File: config.mk
export PLATFORM = sky130hd
export DESIGN_NAME = csa_serial_adder
export DESIGN_NICKNAME = d
export VERILOG_FILES = /design/src/rtl/csa_pkg.sv /design/src/rtl/csa_8.sv /design/src/rtl/csa_serial_adder.sv
export SDC_FILE = /design/constraint.sdc
export NUM_CORES = 1
export LEC_CHECK = 0
export BUFFER_PORTS_ARGS = -buffer_cell sky130_fd_sc_hd__buf_2
export CAP_MARGIN = 20
export CORE_MARGIN = 2
export CORE_UTILIZATION = 54
export CTS_CLUSTER_SIZE = 8
export DETAILED_ROUTE_END_ITERATION = 16
export PLACE_DENSITY = 0.79
export SLEW_MARGIN = 0
export SYNTH_ARGS = -nofsm -noshare
export SYNTH_HDL_FRONTEND = slang
export SYNTH_SLANG_ARGS = --single-unit
File: constraint.sdc
create_clock -name clk -period 4.9 [get_ports clk]
set_input_delay 0.49 -clock clk [delete_from_list [all_inputs] [get_ports clk]]
set_output_delay 0.49 -clock clk [all_outputs]
set_load 0.02 [all_outputs]
File: src/rtl/csa_pkg.sv
// Shared types and constants for the carry-select serial adder slice.
// Latency: n/a (types only).
// Backpressure: n/a (types only).
package csa_pkg;

    localparam int BYTE_W = 8;

    typedef logic [BYTE_W-1:0] byte_t;

    typedef enum logic [1:0] {
        IDLE,
        RUN,
        DONE
    } state_t;

endpackage

File: src/rtl/csa_8.sv
// 8-bit carry-select adder: nibble ripple low half, upper half precomputed for both carries.
// Latency: combinational, zero cycles.
// Backpressure: none; pure function of its inputs.
module csa_8
    import csa_pkg::*;
(
    input  byte_t a,
    input  byte_t b,
    output byte_t sum,
    output logic  cout
);

    logic [4:0] lo_sum;
    logic [4:0] hi_sum0;
    logic [4:0] hi_sum1;

    // Low nibble adds directly; high nibble is computed for carry-in 0 and 1, then selected.
    always_comb begin
        lo_sum  = {1'b0, a[3:0]} + {1'b0, b[3:0]};
        hi_sum0 = {1'b0, a[7:4]} + {1'b0, b[7:4]};
        hi_sum1 = {1'b0, a[7:4]} + {1'b0, b[7:4]} + 5'd1;
        if (lo_sum[4]) begin
            sum  = {hi_sum1[3:0], lo_sum[3:0]};
            cout = hi_sum1[4];
        end else begin
            sum  = {hi_sum0[3:0], lo_sum[3:0]};
            cout = hi_sum0[4];
        end
    end

endmodule

File: src/rtl/csa_serial_adder.sv
// Wide unsigned adder processing one byte per cycle (LSB first) through two csa_8 instances.
// Latency: pair accepted at edge E, result valid right after edge E+NBYTES.
// Backpressure: result held in DONE until out_ready; no new pair accepted until back in IDLE.
module csa_serial_adder
    import csa_pkg::*;
#(
    parameter int NBYTES = 4
) (
    input  logic                     clk,
    input  logic                     rst_n,
    input  logic                     in_valid,
    output logic                     in_ready,
    input  logic [BYTE_W*NBYTES-1:0] a,
    input  logic [BYTE_W*NBYTES-1:0] b,
    output logic                     out_valid,
    input  logic                     out_ready,
    output logic [BYTE_W*NBYTES-1:0] sum,
    output logic                     carry_out
);

    localparam int W     = BYTE_W * NBYTES;
    localparam int CNT_W = (NBYTES > 1) ? $clog2(NBYTES) : 1;
    localparam logic [CNT_W-1:0] CNT_LAST = CNT_W'(NBYTES - 1);

    state_t           state_q, state_d;
    logic [CNT_W-1:0] cnt_q, cnt_d;
    logic             carry_q, carry_d;
    logic [W-1:0]     a_q, a_d;
    logic [W-1:0]     b_q, b_d;
    logic [W-1:0]     sum_q, sum_d;
    logic             cout_q, cout_d;

    byte_t a_byte;
    byte_t b_byte;
    byte_t s1;
    byte_t s2;
    logic  c1;
    logic  c2;

    // Current byte slice of each captured operand.
    always_comb begin
        a_byte = a_q[BYTE_W*cnt_q +: BYTE_W];
        b_byte = b_q[BYTE_W*cnt_q +: BYTE_W];
    end

    csa_8 u_add_op (
        .a    (a_byte),
        .b    (b_byte),
        .sum  (s1),
        .cout (c1)
    );

    // The chained carry enters as a zero-extended byte; c1 and c2 can never both be set.
    csa_8 u_add_cin (
        .a    (s1),
        .b    ({{(BYTE_W-1){1'b0}}, carry_q}),
        .sum  (s2),
        .cout (c2)
    );

    // Next-state and datapath updates for the IDLE/RUN/DONE sequencer.
    always_comb begin
        state_d = state_q;
        cnt_d   = cnt_q;
        carry_d = carry_q;
        a_d     = a_q;
        b_d     = b_q;
        sum_d   = sum_q;
        cout_d  = cout_q;
        case (state_q)
            IDLE: begin
                if (in_valid) begin
                    a_d     = a;
                    b_d     = b;
                    sum_d   = '0;
                    carry_d = 1'b0;
                    cnt_d   = '0;
                    state_d = RUN;
                end
            end
            RUN: begin
                sum_d[BYTE_W*cnt_q +: BYTE_W] = s2;
                carry_d = c1 | c2;
                if (cnt_q == CNT_LAST) begin
                    cout_d  = c1 | c2;
                    state_d = DONE;
                end else begin
                    cnt_d = cnt_q + CNT_W'(1);
                end
            end
            DONE: begin
                if (out_ready) begin
                    state_d = IDLE;
                end
            end
            default: begin
                state_d = IDLE;
            end
        endcase
    end

    // State and datapath registers; reset aborts any operation in flight.
    always_ff @(posedge clk or negedge rst_n) begin
        if (!rst_n) begin
            state_q <= IDLE;
            cnt_q   <= '0;
            carry_q <= 1'b0;
            a_q     <= '0;
            b_q     <= '0;
            sum_q   <= '0;
            cout_q  <= 1'b0;
        end else begin
            state_q <= state_d;
            cnt_q   <= cnt_d;
            carry_q <= carry_d;
            a_q     <= a_d;
            b_q     <= b_d;
            sum_q   <= sum_d;
            cout_q  <= cout_d;
        end
    end

    // Handshake flags decode straight from the state register.
    always_comb begin
        in_ready  = (state_q == IDLE);
        out_valid = (state_q == DONE);
        sum       = sum_q;
        carry_out = cout_q;
    end

endmodule

==> results of run 1 <==
==> kinds of logic (layout without fill, tap and decap cells) <==
group                      after synthesis  count (layout)  share of synthesized area, %
AOI/OAI and AO/OA                       52              52                         7.853
xor gates and xnor gates                12              12                         2.538
adders and majority gates               18              18                         5.077
buffers and inverters                   25             129                         2.062
DFF                                    102             102                         53.94
muxes                                   82              82                         23.29
and+or+nand+nor                         46              46                         5.235
==> registers in the layout, indices dropped and copies added (netlist names) <==
signal	flops
sum	32
state_q	2
b_q	32
a_q	32
carry_out	1
cnt_q	2
carry_q	1
==> layer usage <==
| layer | GRT usage [%] | part of all wire (%) | vias to the layer above |
|---|---|---|---|
| met4 | 6.731 | 1.8 | 0 |
| li1 | - | - | 1440 |
| met3 | 4.820 | 4.7 | 16 |
| met1 | 27.38 | 43 | 1551 |
| met2 | 35.92 | 51 | 90 |
| met5 | 0 | 0 | - |
==> critical path: cells and delay by family, from the launching register on <==
family / cells / cell delay, ns
compound gates: 2 / 0.56
xor+xnor: 1 / 0.22
fa+ha+maj: 3 / 0.86
buf+inv: 2 / 0.18
flops: 1 / 0.87
mux: 2 / 0.92
simple gates: 1 / 0.18
==> final cells by class <==
type                            count  area share [%]
Sequential cell                   102           46.07
Multi-Input combinational cell    210           37.60
Timing Repair Buffer              105           9.666
Clock buffer                       10           2.484
Tap cell                          108           2.439
Clock inverter                      6           1.197
Inverter                            8          0.5420
==> worst paths after layout <==
kind,startpoint,to,slack [ns],cells after the start
max in group asynchronous,rst_n,b_q[29],3.69,2
setup reg to reg,cnt_q[0],carry_out,1.00,11
setup / recovery,cnt_q[0],carry_out,1.00,11
hold / removal,rst_n,sum[28],0.12,1
hold reg to reg,sum[4],sum[4],0.48,2
min in group clk,out_ready,state_q[1],0.33,2
==> cells in the mapped netlist (all sizes together) (2+ instances only) <==
library cell  count  area (um^2)
inv               8        30.03
and2              6        40.04
dfrtp           102         2552
xnor2             9        93.84
nor2              7        26.28
buf               7        30.02
nand4             2        12.51
ha               16        200.2
clkbuf           10        37.54
a21o              3        25.03
or3               2        12.51
fa                2        40.04
a22o             24        210.2
o21ai            13        65.06
nand3             7        35.03
nand2b            2        12.51
xor2              3        26.28
and3              5        31.28
mux4             16        360.4
mux2             65        732.0
a21oi             8        40.04
nand2            11        41.29
==> metrics by stage <==
stage / util (%) / std cells / hold WS, ns / instance area (um^2)
finish: 64.47 / 549 / 0.1208 / 5540
global route: 64.47 / 549 / 0.1695 / 5540
CTS: 64.47 / 549 / 0.1414 / 5540
detailed placement: 62.10 / 533 / 0.4656 / 5336
global placement: 62.10 / 533 / 0.4626 / 5336
floorplan: - / 337 / 0.1944 / 4732
==> impl_metrics.csv, run 1 <==
group,metric,value,unit
status,status,"finished, final reports clean",
final_layout,nets,522,
grt,grt.total_usage,21.24,%
floorplanning,initial_core_util,55.07,%
placed_design,io_buffers,102,
timing,fin_crit,3.897,ns
yosys,synth_area_per_cell,14.04,um^2
yosys,synthFlopType,"dfrtp_1",
yosys,synthCells,337,
yosys,ys_ff_latch,102,
cts,cts_resized,0,
drt,viasPerCell,5.641,
timing,fmax,256.6,MHz
floorplanning,core-area,8593,um^2
yosys,syn-cell-area,4732,um^2
cts,worstSkewPairLatency,0.37,ns
cts,cts_tree,"yes",
placed_design,place_ws,1.028,ns
grt,overflow,0,
run,cap_viol_max_count,0,
timing,slew_viol_final,0,
cts,cts_root_buffer,"clkbuf_8",
cts,cts_buffer_depth,2,
worst_setup_path,required,5.16,ns
cts,path_clk_slew,0.09,ns
worst_setup_path,end_kind,"flip-flop",
worst_setup_path,start_kind,"flip-flop",
final_layout,post_route_cells_drive_above_1_share,47.39,%
final_layout,antennaDiodeCount,0,
yosys,yosysSeqAreaShare,53.94,%
timing,timing.final.ws_setup,1.003,ns
floorplanning,die_h,97.61,um
drt,antenna_left,0,
min_path,min_path_type,"primary input to asynchronous set/reset pin",
drt,wirelength,9453,um
final_layout,multi_input_area,2083,um^2
final_layout,layout_common_cells,"dfrtp_1 (102), buf_2 (101), mux2_2 (65), a22o_1 (24)",
yosys,synth_edf_count,0,
timing,final-setup-viol-count,0,
grt,antenna_found_initial,0,
final_layout,synthToLayoutAreaGrowth,17.08,%
drt,dr.pass1.iters,6,
floorplanning,die_area,9528,um^2
drt,vias,3097,
placed_design,place.gp.congestion,0.8651,
yosys,yosys.cell_types.count,35,
worst_setup_path,critical_path_class,"flip-flop to flip-flop",
worst_setup_path,crit_path_max_fanout,13,
worst_setup_path,slowest_delay,0.87,ns
timing,fin_worst_skew,0.005808,ns
cts,htree_levels,3,
placed_design,dpl.hpwl,7072,um
cts,postCtsSetupBuffers,0,
yosys,yosysWarnings,0,
cts,cts_num_sinks,102,
drt,routedWlPerCell,17.22,um
yosys,syn-num-nets,423,
final_layout,fillCellCount,660,
drt,post-route-drc-count,0,
timing,hold_viol_final,0,
drt,first_iter_violations,93,
floorplanning,num_rows,34,
grt,grt_pass1_vias,3228,
yosys,synthArstFlopShare,100.0,%
worst_setup_path,critical-path-slowest-cell,"dfrtp_1",
timing,rsz0062_at_grt,"no",
timing,fin_crit_sh,79.53,%
timing,tns,0,ns
final_layout,seq_area,2552,um^2
timing,relSlewSlack,44.89,%
worst_setup_path,worstPathArrival,4.16,ns
grt,grt_max_degree,65,
timing,worstMarginPinSlew,0.8266,ns
cts,cts_buffers,9,
cts,hold_buffers,0,
floorplanning,io_pins,103,
grt,grt_pass1_wl,16020,um
floorplanning,die_w,97.61,um
worst_setup_path,cp_cell_sequence,"mux4_2, ha_1, inv_1, fa_1, inv_1, ha_1, a21boi_0, nand4_1, xnor2_1, o21ai_0, mux2_2",
final_layout,layout_commonest_cell,"dfrtp_1",
Power of run 1 is left out: the tool's default activity adds up to more than one toggle a clock period on the data nets, which glitch-free logic cannot reach.
==> inputs of run 2 (changes only) <==
==> constraint.sdc (replaced) <==
create_clock -name clk -period 3.87 [get_ports clk]
set_input_delay 0.387 -clock clk [delete_from_list [all_inputs] [get_ports clk]]
set_output_delay 0.387 -clock clk [all_outputs]
set_load 0.02 [all_outputs]
==> run 2 against run 1 <==
  * Register-to-register slack worse by 0.57 ns
  * Critical path depth up 1
  * Setup slack worse by 0.57 ns
  * Non-clock buffer count up 1
  * Clock skew up 0.0045 ns
  * Global-route usage up 0.61 points
  * Core utilization up 0.10 points
  * Fmax up 14%
  * Cell count up 0.18%
  * Die area unchanged
  * Worst hold slack better by 0.049 ns
  * First-iteration DRC count unchanged
==> impl_metrics.csv, run 2 (synthesis gave the netlist of run 1 again) <==
group,metric,value,unit
status,status,"finished, final reports clean",
final_layout,layout_common_cells,"dfrtp_1 (101), buf_2 (101), mux2_2 (65), a22o_1 (24)",
drt,first_iter_violations,93,
timing,worstMarginPinSlew,0.9507,ns
grt,grt_pass1_vias,3367,
drt,routedWlPerCell,17.73,um
grt,grt_pass1_wl,16280,um
floorplanning,num_rows,34,
worst_setup_path,critical-path-slowest-cell,"mux4_2",
timing,slew_viol_final,0,
timing,final-setup-viol-count,0,
floorplanning,die_w,97.61,um
grt,overflow,0,
drt,antenna_left,0,
timing,fin_crit,3.432,ns
grt,grt.total_usage,21.84,%
grt,grt_max_degree,78,
worst_setup_path,start_kind,"flip-flop",
floorplanning,initial_core_util,55.07,%
drt,viasPerCell,5.718,
timing,fin_crit_sh,88.69,%
drt,vias,3145,
run,cap_viol_max_count,0,
final_layout,fillCellCount,664,
drt,dr.pass1.iters,4,
worst_setup_path,slowest_delay,0.52,ns
worst_setup_path,r2r-end,"sum[23]",
floorplanning,die_area,9528,um^2
floorplanning,die_h,97.61,um
placed_design,dpl.hpwl,7275,um
worst_setup_path,critical_path_class,"flip-flop to flip-flop",
timing,fin_worst_skew,0.01030,ns
placed_design,io_buffers,102,
timing,hold_viol_final,0,
min_path,min_path_type,"primary input to asynchronous set/reset pin",
worst_setup_path,r2r_slack,0.44,ns
worst_setup_path,required,4.18,ns
floorplanning,io_pins,103,
final_layout,utilization,64.57,%
worst_setup_path,r2r_cells,12,
cts,worstSkewPairLatency,0.36,ns
cts,cts_buffers,9,
grt,antenna_found_initial,0,
timing,rsz0062_at_grt,"no",
cts,cts_num_sinks,102,
worst_setup_path,worstPathArrival,3.74,ns
cts,path_clk_slew,0.10,ns
final_layout,fin_area,5549,um^2
timing,relSlewSlack,36.62,%
final_layout,synthToLayoutAreaGrowth,17.27,%
final_layout,nets,523,
cts,cts_buffer_depth,2,
cts,cts_root_buffer,"clkbuf_8",
worst_setup_path,crit_path_max_fanout,21,
placed_design,place_area,5356,um^2
floorplanning,core-area,8593,um^2
placed_design,place_inst,534,
drt,wirelength,9752,um
placed_design,place.gp.congestion,0.8710,
worst_setup_path,timing.rr.start,"cnt_q[0]",
worst_setup_path,end_kind,"flip-flop",
timing,tns,0,ns
worst_setup_path,cp_cell_sequence,"buf_12, mux4_2, ha_1, inv_1, fa_1, inv_1, ha_1, xnor2_1, nor4b_1, o211ai_1, xor2_1, a22o_1",
timing,fmax,291.4,MHz
drt,post-route-drc-count,0,
final_layout,post_route_cells_drive_above_1_share,47.74,%
cts,htree_levels,3,
final_layout,layout.cells.non_filler,550,
final_layout,antennaDiodeCount,0,
cts,cts_tree,"yes",
## run 2: cell count changes in the layout (fill, tap and decap cells not counted)
cell       before  now
clkbuf_8       10   11
clkinv_2        2    1
dfrtp_2         0    1
dfrtp_1       102  101
bufinv_16       1    0
buf_12          0    1
clkinv_4        0    2
inv_6           3    2
## run 2: cell type report
type	count	area (um^2)	area share, %
clock inverter	5	40.04	0.7215
tap	108	135.1	2.435
clock buffer	11	151.4	2.728
multi-input combinational	210	2083	37.54
sequential	102	2554	46.02
timing repair buffer	106	555.5	10.01
inverter	8	30.03	0.5412
## run 2: layer usage
| metal | GRT usage, % | share of wire, % |
|---|---|---|
| met3 | 5.108 | 5.3 |
| met1 | 25.65 | 39 |
| met2 | 38.36 | 53 |
| met4 | 9.402 | 3.0 |
| met5 | 0 | 0 |
## run 2: repair_timing
action | 4_1_cts | 5_1_grt
hold buffers | 0 | 0
endpoints found under the setup margin | 0 | 2
gates resized for setup | 0 | 1
buffers inserted | 0 | 0
## run 2: critical path: cells and delay by family, from the launching register on
kind | cells | cell delay (ns)
AOI/OAI and AO/OA | 2 | 0.38
xor gates and xnor gates | 2 | 0.45
adders and majority gates | 3 | 0.87
buffers and inverters | 3 | 0.39
DFF | 1 | 0.38
muxes | 1 | 0.52
and+or+nand+nor | 1 | 0.38
## run 2: metrics by stage
stage / worst slack, ns / hold slack (ns)
floorplan: 0.4640 / 0.09141
global placement: 0.4842 / 0.4623
detailed placement: 0.2751 / 0.4697
CTS: 0.2412 / 0.1955
global route: 0.1974 / 0.2039
finish: 0.4378 / 0.1695
## run 2: how the worst max path moves through the flow
stage               startpoint         to  slack, ns  cells after the start
finish                cnt_q[0]    sum[23]       0.44                     12
global route          cnt_q[0]    sum[23]       0.20                     12
CTS                   cnt_q[1]  carry_out       0.24                     11
detailed placement    cnt_q[1]  carry_out       0.28                     11
global placement      cnt_q[1]  carry_out       0.48                     11
floorplan             cnt_q[0]  carry_out       0.46                     13
Power of run 2 is left out for the same reason.
==> inputs of run 3 (changes only) <==
--- a/config.mk
+++ b/config.mk
@@ -7,9 +7,10 @@
 export LEC_CHECK = 0
 export BUFFER_PORTS_ARGS = -buffer_cell sky130_fd_sc_hd__buf_2
 export CAP_MARGIN = 20
+export CORE_ASPECT_RATIO = 2
 export CORE_MARGIN = 2
 export CORE_UTILIZATION = 54
-export CTS_CLUSTER_SIZE = 8
+export CTS_CLUSTER_SIZE = 25
 export DETAILED_ROUTE_END_ITERATION = 16
 export PLACE_DENSITY = 0.79
 export SLEW_MARGIN = 0
==> run 3 against run 2 <==
  * Sequential share of layout area is 0.97 points lower
  * First-iteration DRC count is 110% higher
  * Fmax is 1.4% lower
  * Worst hold slack better by 0.045 ns
  * Clock skew is 0.0044 ns lower
  * Cell count is 1.1% lower
  * Sequential cell count stayed put
  * Critical path depth stayed put
  * Core utilization is 1.4 points higher
  * Largest cell class unchanged
==> impl_metrics.csv, run 3 (synthesis gave the netlist of run 1 again) <==
group,metric,value,unit
grt,grt_pass1_vias,3325,
timing,fin_crit,3.482,ns
cts,htree_levels,3,
cts,cts_buffers,9,
worst_setup_path,end_kind,"flip-flop",
timing,final-setup-viol-count,0,
drt,wirelength,10100,um
placed_design,io_buffers,102,
final_layout,nets,525,
floorplanning,num_rows,48,
grt,grt.total_usage,22.46,%
grt,grt_max_degree,81,
run,cap_viol_max_count,0,
worst_setup_path,worstPathArrival,3.77,ns
timing,fmax,287.2,MHz
final_layout,fillCellCount,629,
drt,routedWlPerCell,18.57,um
cts,postCtsSetupBuffers,0,
timing,fin_crit_sh,89.97,%
worst_setup_path,start_kind,"flip-flop",
placed_design,dpl.hpwl,7833,um
final_layout,multi_input_area,2083,um^2
timing,worstMarginPinSlew,0.9832,ns
final_layout,layout_common_cells,"dfrtp_1 (102), buf_2 (101), mux2_2 (65), a22o_1 (24)",
floorplanning,io_pins,103,
cts,cts_buffer_depth,2,
min_path,min_path_type,"primary input to asynchronous set/reset pin",
drt,post-route-drc-count,0,
grt,antenna_found_initial,0,
final_layout,antennaDiodeCount,0,
drt,viasPerCell,5.739,
drt,first_iter_violations,194,
floorplanning,initial_core_util,55.10,%
worst_setup_path,crit_path_max_fanout,13,
floorplanning,die_h,136.4,um
cts,cts_resized,0,
drt,vias,3122,
timing,tns,0,ns
timing,hold_viol_final,0,
drt,antenna_left,0,
cts,cts_num_sinks,102,
final_layout,seq_area,2552,um^2
cts,worstSkewPairLatency,0.34,ns
floorplanning,core-area,8588,um^2
timing,relSlewSlack,34.46,%
worst_setup_path,required,4.15,ns
drt,dr.pass1.iters,4,
floorplanning,die_area,9574,um^2
floorplanning,die_w,70.20,um
cts,path_clk_slew,0.07,ns
timing,slew_viol_final,0,
grt,overflow,0,
timing,fin_worst_skew,0.005900,ns
cts,hold_buffers,0,
final_layout,post_route_cells_drive_above_1_share,47.30,%
worst_setup_path,critical_path_class,"flip-flop to flip-flop",
placed_design,place.gp.congestion,0.8779,
cts,cts_tree,"yes",
grt,grt_pass1_wl,16060,um
status,status,"finished, final reports clean",
timing,rsz0062_at_grt,"no",
cts,cts_root_buffer,"clkbuf_16",
final_layout,synthToLayoutAreaGrowth,19.72,%
final_layout,layout_commonest_cell,"dfrtp_1",
## run 3: cell count changes in the layout (fill, tap and decap cells not counted), sizes merged
| cell | before | now |
|---|---|---|
| buf | 106 | 108 |
| bufinv | 0 | 2 |
| clkbuf | 11 | 12 |
| clkinv | 3 | 2 |
| inv | 10 | 8 |
## run 3: worst max-delay path, cell delays in order (launching register included)
cell,delay [ns]
dfrtp_1,0.35
buf_4,0.26
mux4_2,0.54
ha_1,0.22
inv_1,0.07
fa_1,0.45
inv_1,0.10
ha_1,0.18
a21boi_0,0.36
xor2_1,0.32
nand4_1,0.15
o21ai_0,0.23
mux2_2,0.19
## run 3: area by class of cell
type	instances	area share [%]
Clock inverter	4	1.237
Timing Repair Buffer	108	9.850
Inverter	8	0.5300
Multi-Input combinational cell	210	36.77
Clock buffer	12	4.351
Tap cell	100	2.208
Sequential cell	102	45.05
## run 3: final timing paths
check                          start          to  slack, ns  depth (start not counted)
setup reg to reg            cnt_q[0]   carry_out       0.39                         12
max in group asynchronous      rst_n      b_q[3]       2.81                          2
hold reg to reg              sum[20]     sum[20]       0.48                          2
hold / removal                 rst_n     a_q[18]       0.21                          1
min in group clk           out_ready  state_q[1]       0.23                          2
setup / recovery            cnt_q[0]   carry_out       0.39                         12
## run 3: layer usage
layer / vias up / share of wire, % / wire, um / GRT usage (%)
li1: 1434 / - / - / -
met1: 1550 / 34 / 3427 / 22.26
met2: 105 / 57 / 5801 / 42.06
met3: 33 / 3.8 / 381 / 4.151
met4: 0 / 4.9 / 491 / 14.00
met5: - / 0 / 0 / 0
## run 3: stage by stage
stage / hold WS [ns] / util, % / std cells / instance area, um^2 / setup slack (ns)
floorplan: 0.09141 / - / 337 / 4732 / 0.4640
global placement: 0.4629 / 62.28 / 528 / 5349 / 0.5671
detailed placement: 0.4700 / 62.28 / 528 / 5349 / 0.4555
CTS: 0.2260 / 65.97 / 544 / 5665 / 0.3990
global route: 0.2621 / 65.97 / 544 / 5665 / 0.1051
finish: 0.2141 / 65.97 / 544 / 5665 / 0.3882
Power of run 3 is left out for the same reason.
